--- config.mk ---
export PLATFORM = sky130hd
export DESIGN_NAME = peak_window_ctrl_flat
export DESIGN_NICKNAME = d
export VERILOG_FILES = /design/src/rtl/peak_window_if.sv /design/src/rtl/peak_window_ctrl.sv /design/src/flat_wrapper.sv
export SDC_FILE = /design/constraint.sdc
export NUM_CORES = 1
export LEC_CHECK = 0
export ABC_AREA = 1
export CAP_MARGIN = 20
export CORE_AREA = 2 2 82 84
export CTS_BUF_LIST = sky130_fd_sc_hd__clkbuf_8
export DETAILED_ROUTE_END_ITERATION = 8
export DIE_AREA = 0 0 84 86
export MAX_ROUTING_LAYER = met4
export RECOVER_POWER = 25
export SYNTH_ARGS = -nofsm -noshare
export SYNTH_HDL_FRONTEND = slang
export SYNTH_SLANG_ARGS = --single-unit
export TNS_END_PERCENT = 20
--- constraint.sdc ---
create_clock -name sys_clk_i -period 2.7 [get_ports sys_clk_i]
set_input_delay 0.405 -clock sys_clk_i [delete_from_list [all_inputs] [get_ports sys_clk_i]]
set_output_delay 0.405 -clock sys_clk_i [all_outputs]
set_load 0.1 [all_outputs]
--- src/rtl/peak_window_if.sv ---
// Signal bundle between the NIOS/sample side and the peak-window sequencer.
interface peak_window_if;
  // Strobe semantics: clk_en qualifies detection for one sys_clk cycle; abs_peak_flag,
  // peak_clr and nios_rd_peak are one-cycle pulses with no back-pressure (there is no ready).
  logic        nios_adc_on;
  logic        clk_en;
  logic        detection;
  logic        valid_peak_found;
  logic        fifo_full;
  logic        nios_rd_req;
  logic        abs_peak_flag;
  logic        peak_clr;
  logic        nios_rd_peak;
  logic [3:0]  peak_count;
  logic        overflow;
  logic [13:0] window_len;
  logic [2:0]  state;

  modport master (
    output nios_adc_on, clk_en, detection, valid_peak_found, fifo_full, nios_rd_req,
    input  abs_peak_flag, peak_clr, nios_rd_peak, peak_count, overflow, window_len, state
  );

  modport slave (
    input  nios_adc_on, clk_en, detection, valid_peak_found, fifo_full, nios_rd_req,
    output abs_peak_flag, peak_clr, nios_rd_peak, peak_count, overflow, window_len, state
  );
endinterface

--- src/rtl/peak_window_ctrl.sv ---
// Frames DETECTION bursts into windows, commits one FIFO write per window after a hold-off,
// turns NIOS read-request edges into single FIFO pops and tracks FIFO occupancy/overflow.
module peak_window_ctrl #(
  parameter logic [4:0]  HOLDOFF = 5'd16,
  parameter logic [13:0] MAX_WIN = 14'd2048,
  parameter logic [3:0]  DEPTH   = 4'd8
) (
  input logic          sys_clk_i,
  input logic          rst_i,
  peak_window_if.slave bus
);

  typedef enum logic [2:0] {
    IDLE   = 3'd0,
    ARMED  = 3'd1,
    WINDOW = 3'd2,
    HOLD   = 3'd3,
    COMMIT = 3'd4,
    CLEAR  = 3'd5
  } state_e;

  state_e      state_q, state_d;
  logic [13:0] win_cnt_q, win_cnt_d;
  logic [4:0]  hold_cnt_q, hold_cnt_d;
  logic        rd_req_q;
  logic        abs_flag_q, abs_flag_d;
  logic        peak_clr_q, peak_clr_d;
  logic        rd_peak_q, rd_peak_d;
  logic [3:0]  count_q, count_d;
  logic        overflow_q, overflow_d;
  logic [13:0] window_len_q, window_len_d;
  logic [13:0] win_inc;
  logic [4:0]  hold_inc;
  logic        advance;

  always_comb begin
    state_d    = state_q;
    win_cnt_d  = win_cnt_q;
    hold_cnt_d = hold_cnt_q;
    win_inc    = win_cnt_q + 14'd1;
    hold_inc   = hold_cnt_q + 5'd1;
    // COMMIT and CLEAR are single-cycle; every other state moves only on a sample strobe.
    advance    = bus.clk_en || (state_q == COMMIT) || (state_q == CLEAR);

    case (state_q)
      IDLE: begin
        if (bus.clk_en && bus.nios_adc_on) state_d = ARMED;
      end
      ARMED: begin
        if (bus.clk_en && bus.detection) begin
          state_d   = WINDOW;
          win_cnt_d = 14'd1;
        end
      end
      WINDOW: begin
        if (bus.clk_en) begin
          win_cnt_d = win_inc;
          if (win_inc == MAX_WIN) begin
            state_d = COMMIT;
          end else if (!bus.detection) begin
            state_d    = HOLD;
            hold_cnt_d = 5'd0;
          end
        end
      end
      HOLD: begin
        if (bus.clk_en) begin
          win_cnt_d = win_inc;
          if (win_inc == MAX_WIN) begin
            state_d = COMMIT;
          end else if (bus.detection) begin
            state_d = WINDOW;
          end else begin
            hold_cnt_d = hold_inc;
            if (hold_inc == HOLDOFF - 5'd1) state_d = COMMIT;
          end
        end
      end
      COMMIT: state_d = CLEAR;
      CLEAR: begin
        state_d   = ARMED;
        win_cnt_d = 14'd0;
      end
      default: state_d = IDLE;
    endcase

    if ((state_q != IDLE) && !bus.nios_adc_on && advance) begin
      state_d    = IDLE;
      win_cnt_d  = 14'd0;
      hold_cnt_d = 5'd0;
    end
  end

  // Commit side effects are decided on the edge that enters COMMIT, so the write strobe
  // and the new window length are both visible during the COMMIT cycle itself.
  always_comb begin
    abs_flag_d   = (state_d == COMMIT) && !bus.fifo_full;
    window_len_d = (state_d == COMMIT) ? win_cnt_d : window_len_q;
    peak_clr_d   = (state_d == CLEAR) || ((state_q == IDLE) && (state_d == ARMED));
    overflow_d   = overflow_q;
    if ((state_q == IDLE) && (state_d == ARMED)) begin
      overflow_d = 1'b0;
    end else if ((state_d == COMMIT) && bus.fifo_full) begin
      overflow_d = 1'b1;
    end

    rd_peak_d = bus.nios_rd_req && !rd_req_q && bus.valid_peak_found;

    count_d = count_q;
    if (abs_flag_d && !rd_peak_d && (count_q < DEPTH)) begin
      count_d = count_q + 4'd1;
    end else if (rd_peak_d && !abs_flag_d && (count_q != 4'd0)) begin
      count_d = count_q - 4'd1;
    end
  end

  always_ff @(posedge sys_clk_i or posedge rst_i) begin
    if (rst_i) begin
      state_q      <= IDLE;
      win_cnt_q    <= 14'd0;
      hold_cnt_q   <= 5'd0;
      rd_req_q     <= 1'b0;
      abs_flag_q   <= 1'b0;
      peak_clr_q   <= 1'b0;
      rd_peak_q    <= 1'b0;
      count_q      <= 4'd0;
      overflow_q   <= 1'b0;
      window_len_q <= 14'd0;
    end else begin
      state_q      <= state_d;
      win_cnt_q    <= win_cnt_d;
      hold_cnt_q   <= hold_cnt_d;
      rd_req_q     <= bus.nios_rd_req;
      abs_flag_q   <= abs_flag_d;
      peak_clr_q   <= peak_clr_d;
      rd_peak_q    <= rd_peak_d;
      count_q      <= count_d;
      overflow_q   <= overflow_d;
      window_len_q <= window_len_d;
    end
  end

  assign bus.abs_peak_flag = abs_flag_q;
  assign bus.peak_clr      = peak_clr_q;
  assign bus.nios_rd_peak  = rd_peak_q;
  assign bus.peak_count    = count_q;
  assign bus.overflow      = overflow_q;
  assign bus.window_len    = window_len_q;
  assign bus.state         = state_q;

endmodule

--- src/flat_wrapper.sv ---
// flat-port wrapper written by rule: the top's interface ports become plain ports
module peak_window_ctrl_flat 
#(
  parameter logic [4:0]  HOLDOFF = 5'd16,
  parameter logic [13:0] MAX_WIN = 14'd2048,
  parameter logic [3:0]  DEPTH   = 4'd8
)
  (sys_clk_i, rst_i, bus_nios_adc_on, bus_clk_en, bus_detection, bus_valid_peak_found, bus_fifo_full, bus_nios_rd_req, bus_abs_peak_flag, bus_peak_clr, bus_nios_rd_peak, bus_peak_count, bus_overflow, bus_window_len, bus_state);
  peak_window_if bus_i ();
  input logic sys_clk_i;
  input logic rst_i;
  input wire logic [$bits(bus_i.nios_adc_on)-1:0] bus_nios_adc_on;
  input wire logic [$bits(bus_i.clk_en)-1:0] bus_clk_en;
  input wire logic [$bits(bus_i.detection)-1:0] bus_detection;
  input wire logic [$bits(bus_i.valid_peak_found)-1:0] bus_valid_peak_found;
  input wire logic [$bits(bus_i.fifo_full)-1:0] bus_fifo_full;
  input wire logic [$bits(bus_i.nios_rd_req)-1:0] bus_nios_rd_req;
  output wire logic [$bits(bus_i.abs_peak_flag)-1:0] bus_abs_peak_flag;
  output wire logic [$bits(bus_i.peak_clr)-1:0] bus_peak_clr;
  output wire logic [$bits(bus_i.nios_rd_peak)-1:0] bus_nios_rd_peak;
  output wire logic [$bits(bus_i.peak_count)-1:0] bus_peak_count;
  output wire logic [$bits(bus_i.overflow)-1:0] bus_overflow;
  output wire logic [$bits(bus_i.window_len)-1:0] bus_window_len;
  output wire logic [$bits(bus_i.state)-1:0] bus_state;
  assign bus_i.nios_adc_on = bus_nios_adc_on;
  assign bus_i.clk_en = bus_clk_en;
  assign bus_i.detection = bus_detection;
  assign bus_i.valid_peak_found = bus_valid_peak_found;
  assign bus_i.fifo_full = bus_fifo_full;
  assign bus_i.nios_rd_req = bus_nios_rd_req;
  assign bus_abs_peak_flag = bus_i.abs_peak_flag;
  assign bus_peak_clr = bus_i.peak_clr;
  assign bus_nios_rd_peak = bus_i.nios_rd_peak;
  assign bus_peak_count = bus_i.peak_count;
  assign bus_overflow = bus_i.overflow;
  assign bus_window_len = bus_i.window_len;
  assign bus_state = bus_i.state;
  peak_window_ctrl #(.HOLDOFF(HOLDOFF), .MAX_WIN(MAX_WIN), .DEPTH(DEPTH)) u_core (.sys_clk_i(sys_clk_i), .rst_i(rst_i), .bus(bus_i));
endmodule
==> flow_summary_export.csv, run 1 <==
group,metric,value,unit
run_status,status,"complete, but fails checks",
run_status,violations,"negative setup slack",
route,wl_met1,2930,um
layout,post-route-util,56.1,%
synth,yosys_warnings,0,
setup_path,crit_path_max_fanout,6,
global_route,grt_max_degree,46,
sta,fin_crit_sh,105,%
setup_path,ff2ff_path_depth,22,
synth,ys_ff_latch,45,
clock_network,clock_sinks,45,
sta,maxSlewViolCount,0,
global_route,grt_pass1_vias,2467,
hold_path,worstHoldStart,"u_core.rd_req_q$_DFF_PP0_",
setup_path,cp-start-kind,"register",
global_route,grt_pass1_wl,11300,um
floorplanning,rows,29,
place,dpl.hpwl,4700,um
sta,worst_pin_slew,1.10,ns
route,via_per_inst,4.95,
clock_network,insertion_delay,0.30,ns
layout,nFillCells,601,
synth,postSynthCellCount,352,
layout,final_layout_size_suffix_gt1_share,29.5,%
route,met2_length,3220,um
synth,synth.largest_area_cell,"dfrtp_1",
floorplanning,die_area,7220,um2
clock_network,clockBufferDepth,2,
sta,max_freq,0.351,GHz
synth,netlist_area,2600,um2
place,numPortBuffers,32,
floorplanning,die_y,86,um
setup_path,critPathKind,"register to register",
synth,avgSynthCellArea,7.39,um2
layout,antenna_cells,0,
power_and_ir_drop,p_leak,1.76,nW
layout,mostFrequentLayoutCells,"124 x nand2_1, 62 x buf_4, 39 x dfrtp_1",
synth,seq_area_frac_synth,43.3,%
sta,skew,0.00958,ns
clock_network,path_clk_slew,0.08,ns
setup_path,worstPathRequired,2.94,ns
sta,setup_violations,3,
synth,synth-edff-count,0,
clock_network,htree_num_levels,2,
synth,synth_top_area_share,43.3,%
setup_path,end_kind,"register",
synth,syn-num-nets,366,
hold_path,hold_path_depth,1,
route,dr.max_layer_used,"met4",
global_route,antenna_found_initial,0,
setup_path,r2r-end,"u_core.bus.peak_count[3]$_DFFE_PP0P_",
clock_network,ctsHoldBuffers,0,
route,wl_per_cell,12.9,um
route,vias,2493,
global_route,gr-total-overflow,0,
floorplanning,core_area,6280,um2
synth,synth_cell_types,33,
floorplanning,pin_count,33,
place,gp_congestion,0.891,
layout,layout.nets,441,
route,routed_wl,6480,um
global_route,track_usage,19.8,%
power_and_ir_drop,ir_worst_vdd,687,uV
sta,holdWs,0.446,ns
power_and_ir_drop,cellPowerDensity,692,nW/um2
sta,setup_slack,-0.148,ns
route,post-route-drc-count,0,
hold_path,holdCritPathClass,"register to register",
floorplanning,die_x,84,um
route,route.met3.wl,248,um
route,first_pass_iters,4,
route,ant_nets,0,
clock_network,cts_inserted_buffers,5,
route,first_iter_violations,101,
run,cap_violations,0,
layout,final_common_cell,"nand2_1",
sta,hold_violations,0,
hold_path,min_to,"u_core.bus.nios_rd_peak$_DFF_PP0_",
sta,slew_headroom,26.5,%
setup_path,r2r_slack,-0.15,ns
synth,synthTopCellsByArea,"dfrtp_1 43%, nand2_1 19%, inv_1 5.8%",
setup_path,r2r-start,"u_core.win_cnt_q[1]$_DFF_PP0_",
synth,ys.flop_type,"dfrtp_1",
sta,min_period,2.85,ns
clock_network,tritoncts,"yes",
floorplanning,initial_utilization,41.4,%
layout,syn2layout_area_growth,35.3,%
clock_network,cts-root-buf,"clkbuf_8",
sta,rsz0062_at_grt,"true",
synth,ys_async_sr_fraction,100,%
setup_path,crit_arrival,3.09,ns
## cells in the mapped netlist, types with 2 or more instances
cell type / number
clkbuf_1: 3
nand2_4: 2
xor2_1: 3
o21ai_0: 8
a22oi_1: 2
nand3_2: 4
nor2_4: 3
nor2_2: 2
nor4_1: 2
inv_1: 40
nor2_1: 25
nand4_1: 6
dfrtp_1: 45
o21bai_1: 2
buf_2: 2
inv_2: 2
nor3_1: 3
o22ai_1: 2
nand3_1: 28
nand2_1: 135
nand2_2: 2
a21oi_1: 16
ha_1: 5
## registers in the layout, indices dropped and copies added, names as in the netlist
register / count
u_core.bus.overflow: 1
u_core.hold_cnt_q: 5
u_core.bus.peak_clr: 1
u_core.rd_req_q: 1
u_core.bus.nios_rd_peak: 1
u_core.bus.window_len: 14
u_core.bus.state: 3
u_core.bus.peak_count: 4
u_core.win_cnt_q: 14
u_core.bus.abs_peak_flag: 1
## worst max-delay path by stage
stage                                   from                                    to  slack [ns]
6_report       u_core.win_cnt_q[1]$_DFF_PP0_  u_core.bus.peak_count[3]$_DFFE_PP0P_       -0.15
5_1_grt        u_core.win_cnt_q[0]$_DFF_PP0_  u_core.bus.peak_count[3]$_DFFE_PP0P_       -0.35
4_1_cts        u_core.win_cnt_q[1]$_DFF_PP0_  u_core.bus.peak_count[3]$_DFFE_PP0P_       -0.18
3_5_place_dp   u_core.win_cnt_q[1]$_DFF_PP0_  u_core.bus.peak_count[3]$_DFFE_PP0P_       -0.21
3_3_place_gp   u_core.win_cnt_q[1]$_DFF_PP0_  u_core.bus.peak_count[3]$_DFFE_PP0P_       -0.08
2_1_floorplan  u_core.win_cnt_q[1]$_DFF_PP0_  u_core.bus.peak_count[3]$_DFFE_PP0P_       -0.10
## cell families (layout without fill, tap and decap cells)
| group | after synthesis | after routing | synth area share (%) |
|---|---|---|---|
| AO/OA/AOI/OAI | 35 | 35 | 7.79 |
| XOR/XNOR | 4 | 4 | 1.35 |
| adder cells (fa/ha/maj) | 6 | 6 | 3.17 |
| buffers and inverters | 48 | 123 | 7.17 |
| flip-flops | 45 | 45 | 43.3 |
| AND/OR/NAND/NOR | 214 | 214 | 37.2 |
## worst max-delay path, cell delays in order, from the launching register on
cell and delay, ns:
dfrtp_2 0.42, buf_6 0.13, nand2_4 0.06, nor2_4 0.17, nand3_2 0.11, nand2_2 0.10, nand3_2 0.10, nor2_4 0.13
nand3_4 0.14, nand2_2 0.10, nand2_2 0.05, nand2_2 0.09, nand3_4 0.10, nor2_8 0.13, nand4_4 0.12, ha_4 0.30
nand2_2 0.06, nand2_2 0.06, a31oi_4 0.16, inv_1 0.06, nand3_1 0.07, nand3_1 0.07, nand2_1 0.06
## power breakdown
group	switching [mW]	internal, mW
Combinational	0.768	0.366
Sequential	0.124	0.754
Clock	0.223	0.202
## stage by stage
stage / cells / cell area [um2] / total power [mW] / setup WS, ns / setup TNS [ns]
after global routing: 504 / 3520 / 2.59 / -0.349 / -1.25
after CTS: 498 / 3350 / 2.36 / -0.180 / -0.279
after detailed placement: 489 / 3220 / 1.90 / -0.205 / -0.359
final: 504 / 3520 / 2.44 / -0.148 / -0.314
after floorplan: 352 / 2620 / 1.58 / -0.101 / -0.122
after global placement: 489 / 3220 / 1.88 / -0.0752 / -0.0936
## final cells by class
type | instances | area [um2] | area share [%]
clock buffers | 6 | 82.6 | 2.35
repair buffers | 74 | 586 | 16.6
inverters | 42 | 158 | 4.48
flip-flops and latches | 45 | 1140 | 32.3
multi-input cells | 259 | 1450 | 41.3
clock inverters | 1 | 7.51 | 0.213
well taps | 77 | 96.3 | 2.74
## metal layers
metal / vias to the layer above / track usage [%]
met2: 49 / 32.7
li1: 1269 / -
met4: 0 / 5.72
met3: 7 / 2.89
met1: 1168 / 25.6
met5: - / -
## what timing repair did
item,in CTS,in global routing
pin swaps,6,27
endpoints found under the setup margin,3,18
buffers inserted,2,6
resized for setup,5,38
No activity file was read; power rests on OpenSTA's default activity.
==> run 2: changes to the inputs <==
SLEW_MARGIN = 20   (was not set)
==> results of run 2 <==
Final layout, timing and power as in run 1 (identical DEF).
==> run 3: changes to the inputs <==
REMOVE_ABC_BUFFERS = 1   (was not set)
==> run 3 against run 2 <==
The run still ends with negative setup slack left. Critical endpoint unchanged. Sequential share of layout area shrank 0.25 points. Largest cell class unchanged. Via count grew 0.76%. Hold slack lost 0.0063 ns. Critical path depth grew 1. Global-route usage shrank 0.40 points. Design area is the same. Count of clock-buffer cells in the layout shrank 1. Register-to-register slack gained 0.02 ns. Critical path type unchanged. Combinational power is essentially flat.
==> flow_summary_export.csv, run 3 (same netlist as run 1, synthesis figures left out) <==
group,metric,value,unit
run_status,status,"complete, but fails checks",
run_status,violations,"negative setup slack",
layout,final_common_cell,"nand2_1",
sta,hold_violations,0,
sta,rsz0062_at_grt,"true",
sta,slew_headroom,23.9,%
power_and_ir_drop,cellPowerDensity,678,nW/um2
clock_network,cts_inserted_buffers,5,
route,ant_nets,0,
clock_network,htree_num_levels,2,
floorplanning,die_x,84,um
clock_network,clock_sinks,45,
route,wl_per_cell,13.5,um
layout,seq_area,1130,um2
sta,setup_slack,-0.127,ns
layout,final_layout_size_suffix_gt1_share,29.9,%
global_route,grt_pass1_wl,11000,um
setup_path,end_kind,"register",
place,numPortBuffers,32,
layout,syn2layout_area_growth,35.3,%
setup_path,cp-start-kind,"register",
route,post-route-drc-count,0,
power_and_ir_drop,internal-power,1.27,mW
hold_path,holdCritPathClass,"register to register",
sta,worst_pin_slew,1.14,ns
run,cap_violations,0,
setup_path,critPathKind,"register to register",
global_route,track_usage,19.4,%
setup_path,worstPathRequired,2.93,ns
power_and_ir_drop,swShare,46.8,%
global_route,grt_max_degree,46,
sta,setup_violations,3,
floorplanning,initial_utilization,41.4,%
clock_network,insertion_delay,0.29,ns
floorplanning,rows,29,
layout,nFillCells,595,
place,dpl.hpwl,4550,um
setup_path,crit_arrival,3.06,ns
power_and_ir_drop,p_seq_share,36.3,%
power_and_ir_drop,ir_worst_vdd,803,uV
power_and_ir_drop,power,2.39,mW
sta,max_freq,0.354,GHz
power_and_ir_drop,pwr-share-clk,16.5,%
layout,mostFrequentLayoutCells,"119 x nand2_1, 61 x buf_4, 44 x dfrtp_1",
route,via_per_inst,5.00,
floorplanning,pin_count,33,
power_and_ir_drop,p_leak,1.77,nW
route,vias,2512,
route,routed_wl,6780,um
sta,min_period,2.83,ns
power_and_ir_drop,p_switching,1.12,mW
layout,post-route-util,56.1,%
layout,layout.nets,440,
layout,multi_input_area,1480,um2
clock_network,path_clk_slew,0.08,ns
floorplanning,die_y,86,um
clock_network,cts-root-buf,"clkbuf_8",
route,first_pass_iters,4,
floorplanning,die_area,7220,um2
layout,antenna_cells,0,
place,gp_congestion,0.955,
sta,maxSlewViolCount,0,
clock_network,clockBufferDepth,2,
clock_network,tritoncts,"yes",
power_and_ir_drop,p_comb_share,47.2,%
route,first_iter_violations,154,
global_route,antenna_found_initial,0,
sta,fin_crit_sh,105,%
floorplanning,core_area,6280,um2
sta,skew,0.00554,ns
setup_path,crit_path_max_fanout,6,
global_route,grt_pass1_vias,2422,
global_route,gr-total-overflow,0,
## run 3: cell count changes in the layout (fill, tap and decap cells not counted), moves of 2 or more
cell,delta
nand2_2,+4
nand3_1,-3
dfrtp_1,+5
nand3_2,+3
dfrtp_2,-4
nand2_1,-5
inv_4,+2
## run 3: final cells by class
class / instances / area share, %
clock buffer: 5 / 1.96
inverter: 42 / 4.62
tap: 77 / 2.74
timing repair buffer: 73 / 16.4
multi-input combinational: 259 / 42.1
sequential: 45 / 32.0
clock inverter: 1 / 0.142
## run 3: path summary, 6_finish.rpt
| path | startpoint | endpoint | slack (ns) | cells after the start |
|---|---|---|---|---|
| worst max-delay path | u_core.win_cnt_q[0]$_DFF_PP0_ | u_core.bus.peak_count[3]$_DFFE_PP0P_ | -0.13 | 23 |
| worst min-delay path | u_core.rd_req_q$_DFF_PP0_ | u_core.bus.nios_rd_peak$_DFF_PP0_ | 0.44 | 1 |
| worst max register to register | u_core.win_cnt_q[0]$_DFF_PP0_ | u_core.bus.peak_count[3]$_DFFE_PP0P_ | -0.13 | 23 |
| worst min register to register | u_core.rd_req_q$_DFF_PP0_ | u_core.bus.nios_rd_peak$_DFF_PP0_ | 0.44 | 1 |
| max in group asynchronous | rst_i | u_core.win_cnt_q[2]$_DFF_PP0_ | 1.02 | 3 |
| min in group asynchronous | rst_i | u_core.bus.overflow$_DFFE_PP0P_ | 0.91 | 3 |
## run 3: repair_timing
action                     4_1_cts  5_1_grt
pin swaps                       17       31
hold endpoints to repair         0        0
setup endpoints to repair        3       18
buffers inserted                 4        4
gates resized for setup         19       35
hold buffers                     0        0
## run 3: critical path, stage by stage, from the launching register on
cell	delay, ns
dfrtp_1	0.41
ha_4	0.17
nand3_4	0.10
nor2_4	0.17
nand2_2	0.09
nand2_2	0.07
nand3_2	0.08
nor2_4	0.14
nand3_4	0.14
nand2_2	0.10
nand2_1	0.07
nand3_2	0.09
nand2_4	0.07
nor2_8	0.12
nand4_4	0.10
buf_6	0.15
ha_4	0.15
nand2_2	0.05
nand2_1	0.04
a31oi_1	0.17
inv_1	0.07
nand3_2	0.08
nand3_2	0.07
nand2_1	0.06
## run 3: metrics by stage
step / setup TNS (ns) / hold WS (ns) / setup WS (ns) / cell area [um2] / cells
floorplan: -9.24 / 0.399 / -0.954 / 2570 / 346
global placement: -0.157 / 0.422 / -0.0892 / 3170 / 488
detailed placement: -0.402 / 0.430 / -0.198 / 3170 / 488
CTS: -0.401 / 0.447 / -0.160 / 3370 / 498
global route: -1.48 / 0.452 / -0.349 / 3520 / 502
finish: -0.280 / 0.439 / -0.127 / 3520 / 502
## run 3: power by group through the flow
stage	logic (mW)	registers, mW	clock network [mW]
global placement	1.02	0.856	0
floorplan	0.387	1.17	0
finish	1.13	0.867	0.393
global route	1.22	0.880	0.440
detailed placement	1.03	0.854	0
CTS	1.09	0.862	0.416
## run 3: routing by layer
layer | global-route usage (%) | vias to the layer above | share of wire [%]
met4 | 5.72 | 0 | 2.2
met3 | 3.46 | 14 | 3.6
li1 | - | 1268 | -
met5 | - | - | 0
met2 | 34.0 | 54 | 51
met1 | 22.9 | 1176 | 43
==> variant 1 (settings of run 2) <==
`DEPTH` is set to 4'd8 in 2 places; all go to 4'd6.
--- a/src/rtl/peak_window_ctrl.sv
+++ b/src/rtl/peak_window_ctrl.sv
@@ -3,7 +3,7 @@
 module peak_window_ctrl #(
   parameter logic [4:0]  HOLDOFF = 5'd16,
   parameter logic [13:0] MAX_WIN = 14'd2048,
-  parameter logic [3:0]  DEPTH   = 4'd8
+  parameter logic [3:0]  DEPTH   = 4'd6
 ) (
   input logic          sys_clk_i,
   input logic          rst_i,
--- a/src/flat_wrapper.sv
+++ b/src/flat_wrapper.sv
@@ -3,7 +3,7 @@
 #(
   parameter logic [4:0]  HOLDOFF = 5'd16,
   parameter logic [13:0] MAX_WIN = 14'd2048,
-  parameter logic [3:0]  DEPTH   = 4'd8
+  parameter logic [3:0]  DEPTH   = 4'd6
 )
   (sys_clk_i, rst_i, bus_nios_adc_on, bus_clk_en, bus_detection, bus_valid_peak_found, bus_fifo_full, bus_nios_rd_req, bus_abs_peak_flag, bus_peak_clr, bus_nios_rd_peak, bus_peak_count, bus_overflow, bus_window_len, bus_state);
   peak_window_if bus_i ();
Function: no difference found for any inputs over 10 cycles, from zero or initial values and one cycle with rst_i high; that may be too few to reach the edited logic, so the function may still have changed.
==> variant 1 against run 2 <==
The run still ends with negative setup slack left; setup slack improved by 0.11 ns; wire length increased by 3.9%; clock power increased by 20%; total power grew 1.8%; area after synthesis increased by 2.4%; maximum frequency up 3.9%; via count rose by 0.36%; final area shrank 1.6%; sequential cell count is the same; critical endpoint is now u_core.bus.peak_count[1]$_DFFE_PP0P_; largest power group unchanged.
==> variant 1: results <==
[outcome]
violations = negative setup slack
outcome = complete, but fails checks

[synth]
synth_commonest_cells = nand2_1 (124), dfrtp_1 (45), inv_1 (44), nor2_1 (33), nand3_1 (26)
yosys-top-cells-area = dfrtp_1 (42%), nand2_1 (17%), inv_1 (6.2%)
ys_seq_area_share_pct = 42.3
yosysWarningCount = 0
ys_async_sr_fraction_pct = 100
syn_avg_cell_area_um2 = 7.40
synth_nets = 374
synth_cell_type_count = 36
synth_ff_type = dfrtp_1

[clock_network]
h-tree-depth = 2
clockBufferDepth = 2
cts-root-buf = clkbuf_8
cts.clk_slew.worst_paths_ns = 0.09
clk_latency_ns = 0.30
numCtsBuffers = 5

[route]
antenna_left = 0
drt_iter0_markers = 156
routedWlPerCell_um = 13.3
routed_via_density = 4.95
drt-pass1-iter-count = 4

[sta]
hold_slack_ns = 0.454
setup_viol = 3
relSlewSlack_pct = 24.9
finClkSkew_ns = 0.00831
setup_slack_ns = -0.0417

[global_routing]
grt_max_degree = 46
antenna_found_initial = 0
grt.total_usage_pct = 19.7
grt_pass1_vias = 2352
grt_pass1_wl_um = 11100

[critical_path]
rr_worst_depth = 18
cp_max_fo = 5
critPathArrivalTime_ns = 2.99
crit_slowest_cell = fa_2
critical-path-top-delay-family = simple AND/OR/NAND/NOR gates
cp-startpoint = u_core.win_cnt_q[1]$_DFF_PP0_
worstSetupPathType = reg2reg
reg2reg_to = u_core.bus.peak_count[1]$_DFFE_PP0P_
cpPeakStageDelay_ns = 0.51

[power]
ir_drop_mv = 0.780
p_leak_nw = 1.75

[place]
gp_congestion = 0.932
hpwl_um = 4890
dp.cells = 489
portBuffers = 32
post-place-ws_ns = -0.139

[finish]
drive_gt1_share_pct = 25.7
finalNonFillerCells = 505
final_nets = 441
n_antenna_cell = 0

[min_path]
hold_class = reg2reg
hold_path_depth = 1
-- variant 1: cell count changes after synthesis, moves of 2 or more --
| cell | run 2 | this run |
|---|---|---|
| nand3_4 | 0 | 2 |
| nand2_1 | 135 | 124 |
| inv_1 | 40 | 44 |
| a21o_1 | 0 | 2 |
| nor2_1 | 25 | 33 |
| nand3_1 | 28 | 26 |
| nor3_1 | 3 | 6 |
-- variant 1: worst min-delay path by stage --
| stage | end | from |
|---|---|---|
| 2_1_floorplan | u_core.bus.nios_rd_peak$_DFF_PP0_ | u_core.rd_req_q$_DFF_PP0_ |
| 3_3_place_gp | u_core.bus.nios_rd_peak$_DFF_PP0_ | u_core.rd_req_q$_DFF_PP0_ |
| 3_5_place_dp | u_core.bus.nios_rd_peak$_DFF_PP0_ | u_core.rd_req_q$_DFF_PP0_ |
| 4_1_cts | u_core.bus.nios_rd_peak$_DFF_PP0_ | u_core.rd_req_q$_DFF_PP0_ |
| 5_1_grt | u_core.bus.nios_rd_peak$_DFF_PP0_ | u_core.rd_req_q$_DFF_PP0_ |
| 6_report | u_core.bus.nios_rd_peak$_DFF_PP0_ | u_core.rd_req_q$_DFF_PP0_ |
-- variant 1: layer usage --
metal	vias to the layer above	share of wire [%]	GRT usage, %
met1	1168	50	27.8
li1	1280	-	-
met3	9	3.6	3.08
met4	0	1.7	6.16
met2	45	44	29.5
met5	-	0	-
-- variant 1: cell families after synthesis --
group | count (synthesis) | share of synthesized area [%]
adder cells (fa/ha/maj) | 6 | 3.10
AO/OA/AOI/OAI | 36 | 8.08
XOR/XNOR | 6 | 1.97
buffers and inverters | 53 | 7.89
flip-flops | 45 | 42.3
AND/OR/NAND/NOR | 214 | 36.7
-- variant 1: cell type report --
class / instances / area (µm²)
fillers: 612 / 2810
multi-input cells: 264 / 1420
flip-flops and latches: 45 / 1140
repair buffers: 65 / 514
inverters: 46 / 181
well taps: 77 / 96.3
clock buffers: 5 / 68.8
clock inverters: 3 / 42.5
-- variant 1: power breakdown --
part,switching (mW),internal (mW)
sequential,0.109,0.756
combinational,0.776,0.330
clock,0.237,0.274
-- variant 1: timing repair --
item	CTS	global route
gates cloned	0	2
setup buffers	2	4
pin swaps	14	19
hold endpoints to repair	0	0
endpoints found under the setup margin	4	18
hold buffers	0	0
gates resized for setup	9	18
-- variant 1: per-stage QoR --
step / setup TNS (ns) / power (mW) / instance area, µm²
after global routing: -2.60 / 2.65 / 3460
after floorplan: 0 / 1.62 / 2670
after CTS: -0.142 / 2.47 / 3360
after detailed placement: -0.256 / 1.92 / 3190
after global placement: -0.110 / 1.91 / 3190
final: -0.119 / 2.48 / 3460
==> variant 2 (flow settings as in run 2) <==
Without the edit above. Make the reset (`rst_i`) synchronous in one clocked block.
--- a/src/rtl/peak_window_ctrl.sv
+++ b/src/rtl/peak_window_ctrl.sv
@@ -114,7 +114,7 @@
     end
   end
 
-  always_ff @(posedge sys_clk_i or posedge rst_i) begin
+  always_ff @(posedge sys_clk_i) begin
     if (rst_i) begin
       state_q      <= IDLE;
       win_cnt_q    <= 14'd0;
Check against the original RTL: differs if rst_i is asserted again (counterexample within 4 cycles, from zero or initial values and one cycle with rst_i high); with rst_i held inactive, the same outputs for 10 cycles.
==> variant 2 against run 2 <==
The run still ends with negative setup slack left; setup slack got worse by 0.14 ns; via count rose by 4.0%; synthesized cell count rose by 0.85%; final area rose by 4.1%; area after synthesis fell by 1.7%; wire length rose by 2.8%; sequential share of layout area fell by 7.1 points; worst hold slack improved by 0.023 ns; sequential cell count did not move.
Power is not compared: it rests on default switching activity, and its combinational part moved more than twofold at a synthesized area within 25%.
==> variant 2: results <==
[outcome]
outcome = complete, but fails checks
violations = negative setup slack

[synth]
synthCells = 355
ys_async_sr_fraction_pct = 0
synth_ff_type = dfxtp_1
ys_seq_area_share_pct = 35.2
synth_nets = 369
synth_commonest_cells = nand2_1 (73), inv_1 (51), dfxtp_1 (45), nor2_1 (44), nand3_1 (22)
synth_cell_type_count = 40
yosys-top-cells-area = dfxtp_1 (35%), nand2_1 (11%), inv_1 (7.5%)

[sta]
finClkSkew_ns = 0.00783
setup_viol = 18
setup_slack_ns = -0.285
setup_tns_ns = -2.43
hold_slack_ns = 0.469
tightest_slew_ns = 1.17

[route]
wl_um = 6660
drt_iter0_markers = 127
routedWlPerCell_um = 12.5

[critical_path]
r2r-start = u_core.win_cnt_q[0]$_SDFF_PP0_
rr_worst_depth = 19
cp_max_fo = 4
critPathArrivalTime_ns = 3.19
crit_path_end = u_core.bus.peak_count[2]$_SDFFE_PP0P_

[place]
hpwl_um = 4830
dp.cells = 511
post-place-ws_ns = -0.458
gp_congestion = 0.857
placedInstanceArea_um2 = 3330

[finish]
multi_input_area_um2 = 1570
fillCellCount = 595
final_nets = 467
drive_gt1_share_pct = 34.6

[min_path]
hold_path_depth = 2
hold_start = u_core.hold_cnt_q[4]$_SDFFE_PP0P_
min_to = u_core.hold_cnt_q[4]$_SDFFE_PP0P_

[global_routing]
grt_pass1_vias = 2423
grt_pass1_wl_um = 11200
grt.total_usage_pct = 19.6
grt_max_degree = 20
==> variant 2: cells by family after synthesis <==
| family | share of synthesized area [%] |
|---|---|
| compound gates | 14.2 |
| flops | 35.2 |
| xor+xnor | 1.71 |
| fa+ha+maj | 3.23 |
| simple gates | 36.2 |
| buf+inv | 9.49 |
==> variant 2: final cells by class <==
cell class                      count  share of cell area [%]
Multi-Input combinational cell    249                    42.8
Tap cell                           77                    2.63
Clock buffer                        5                    1.88
Timing Repair Buffer               98                    20.1
Inverter                           54                    5.53
Sequential cell                    45                    25.2
Clock inverter                      3                    1.88
==> variant 2: critical path, stage by stage, from the launching register on <==
cell and delay (ns):
dfxtp_4 0.40, ha_4 0.17, nand2_4 0.06, nor2_4 0.14, nand3_2 0.08, nand2_1 0.08
nand2_2 0.10, nor3_4 0.22, nand3_1 0.12, a21oi_2 0.18, nand2_2 0.09, nor2_4 0.10
nand2_2 0.06, inv_2 0.05, nand4_1 0.18, buf_4 0.21, fa_2 0.33, xor2_1 0.16
nor2_1 0.08, nor2_1 0.05
==> variant 2: what timing repair did <==
action	4_1_cts	5_1_grt
buffers inserted	10	3
pin swaps	25	6
resized for setup	24	13
setup endpoints to repair	17	18
==> variant 2: metal layers <==
metal	up-vias	share of wire, %	wire [µm]	track usage [%]
met4	0	0.90	60	4.40
met3	6	3.5	236	2.98
met5	-	0	0	-
met1	1190	48	3220	24.9
met2	40	47	3140	33.1
li1	1356	-	-	-
==> variant 2: report_power, final <==
| part | leakage [nW] | internal, mW | switching, mW |
|---|---|---|---|
| clock | 0.0687 | 0.373 | 0.250 |
| sequential | 0.369 | 0.666 | 0.00714 |
| combinational | 1.21 | 0.0932 | 0.128 |
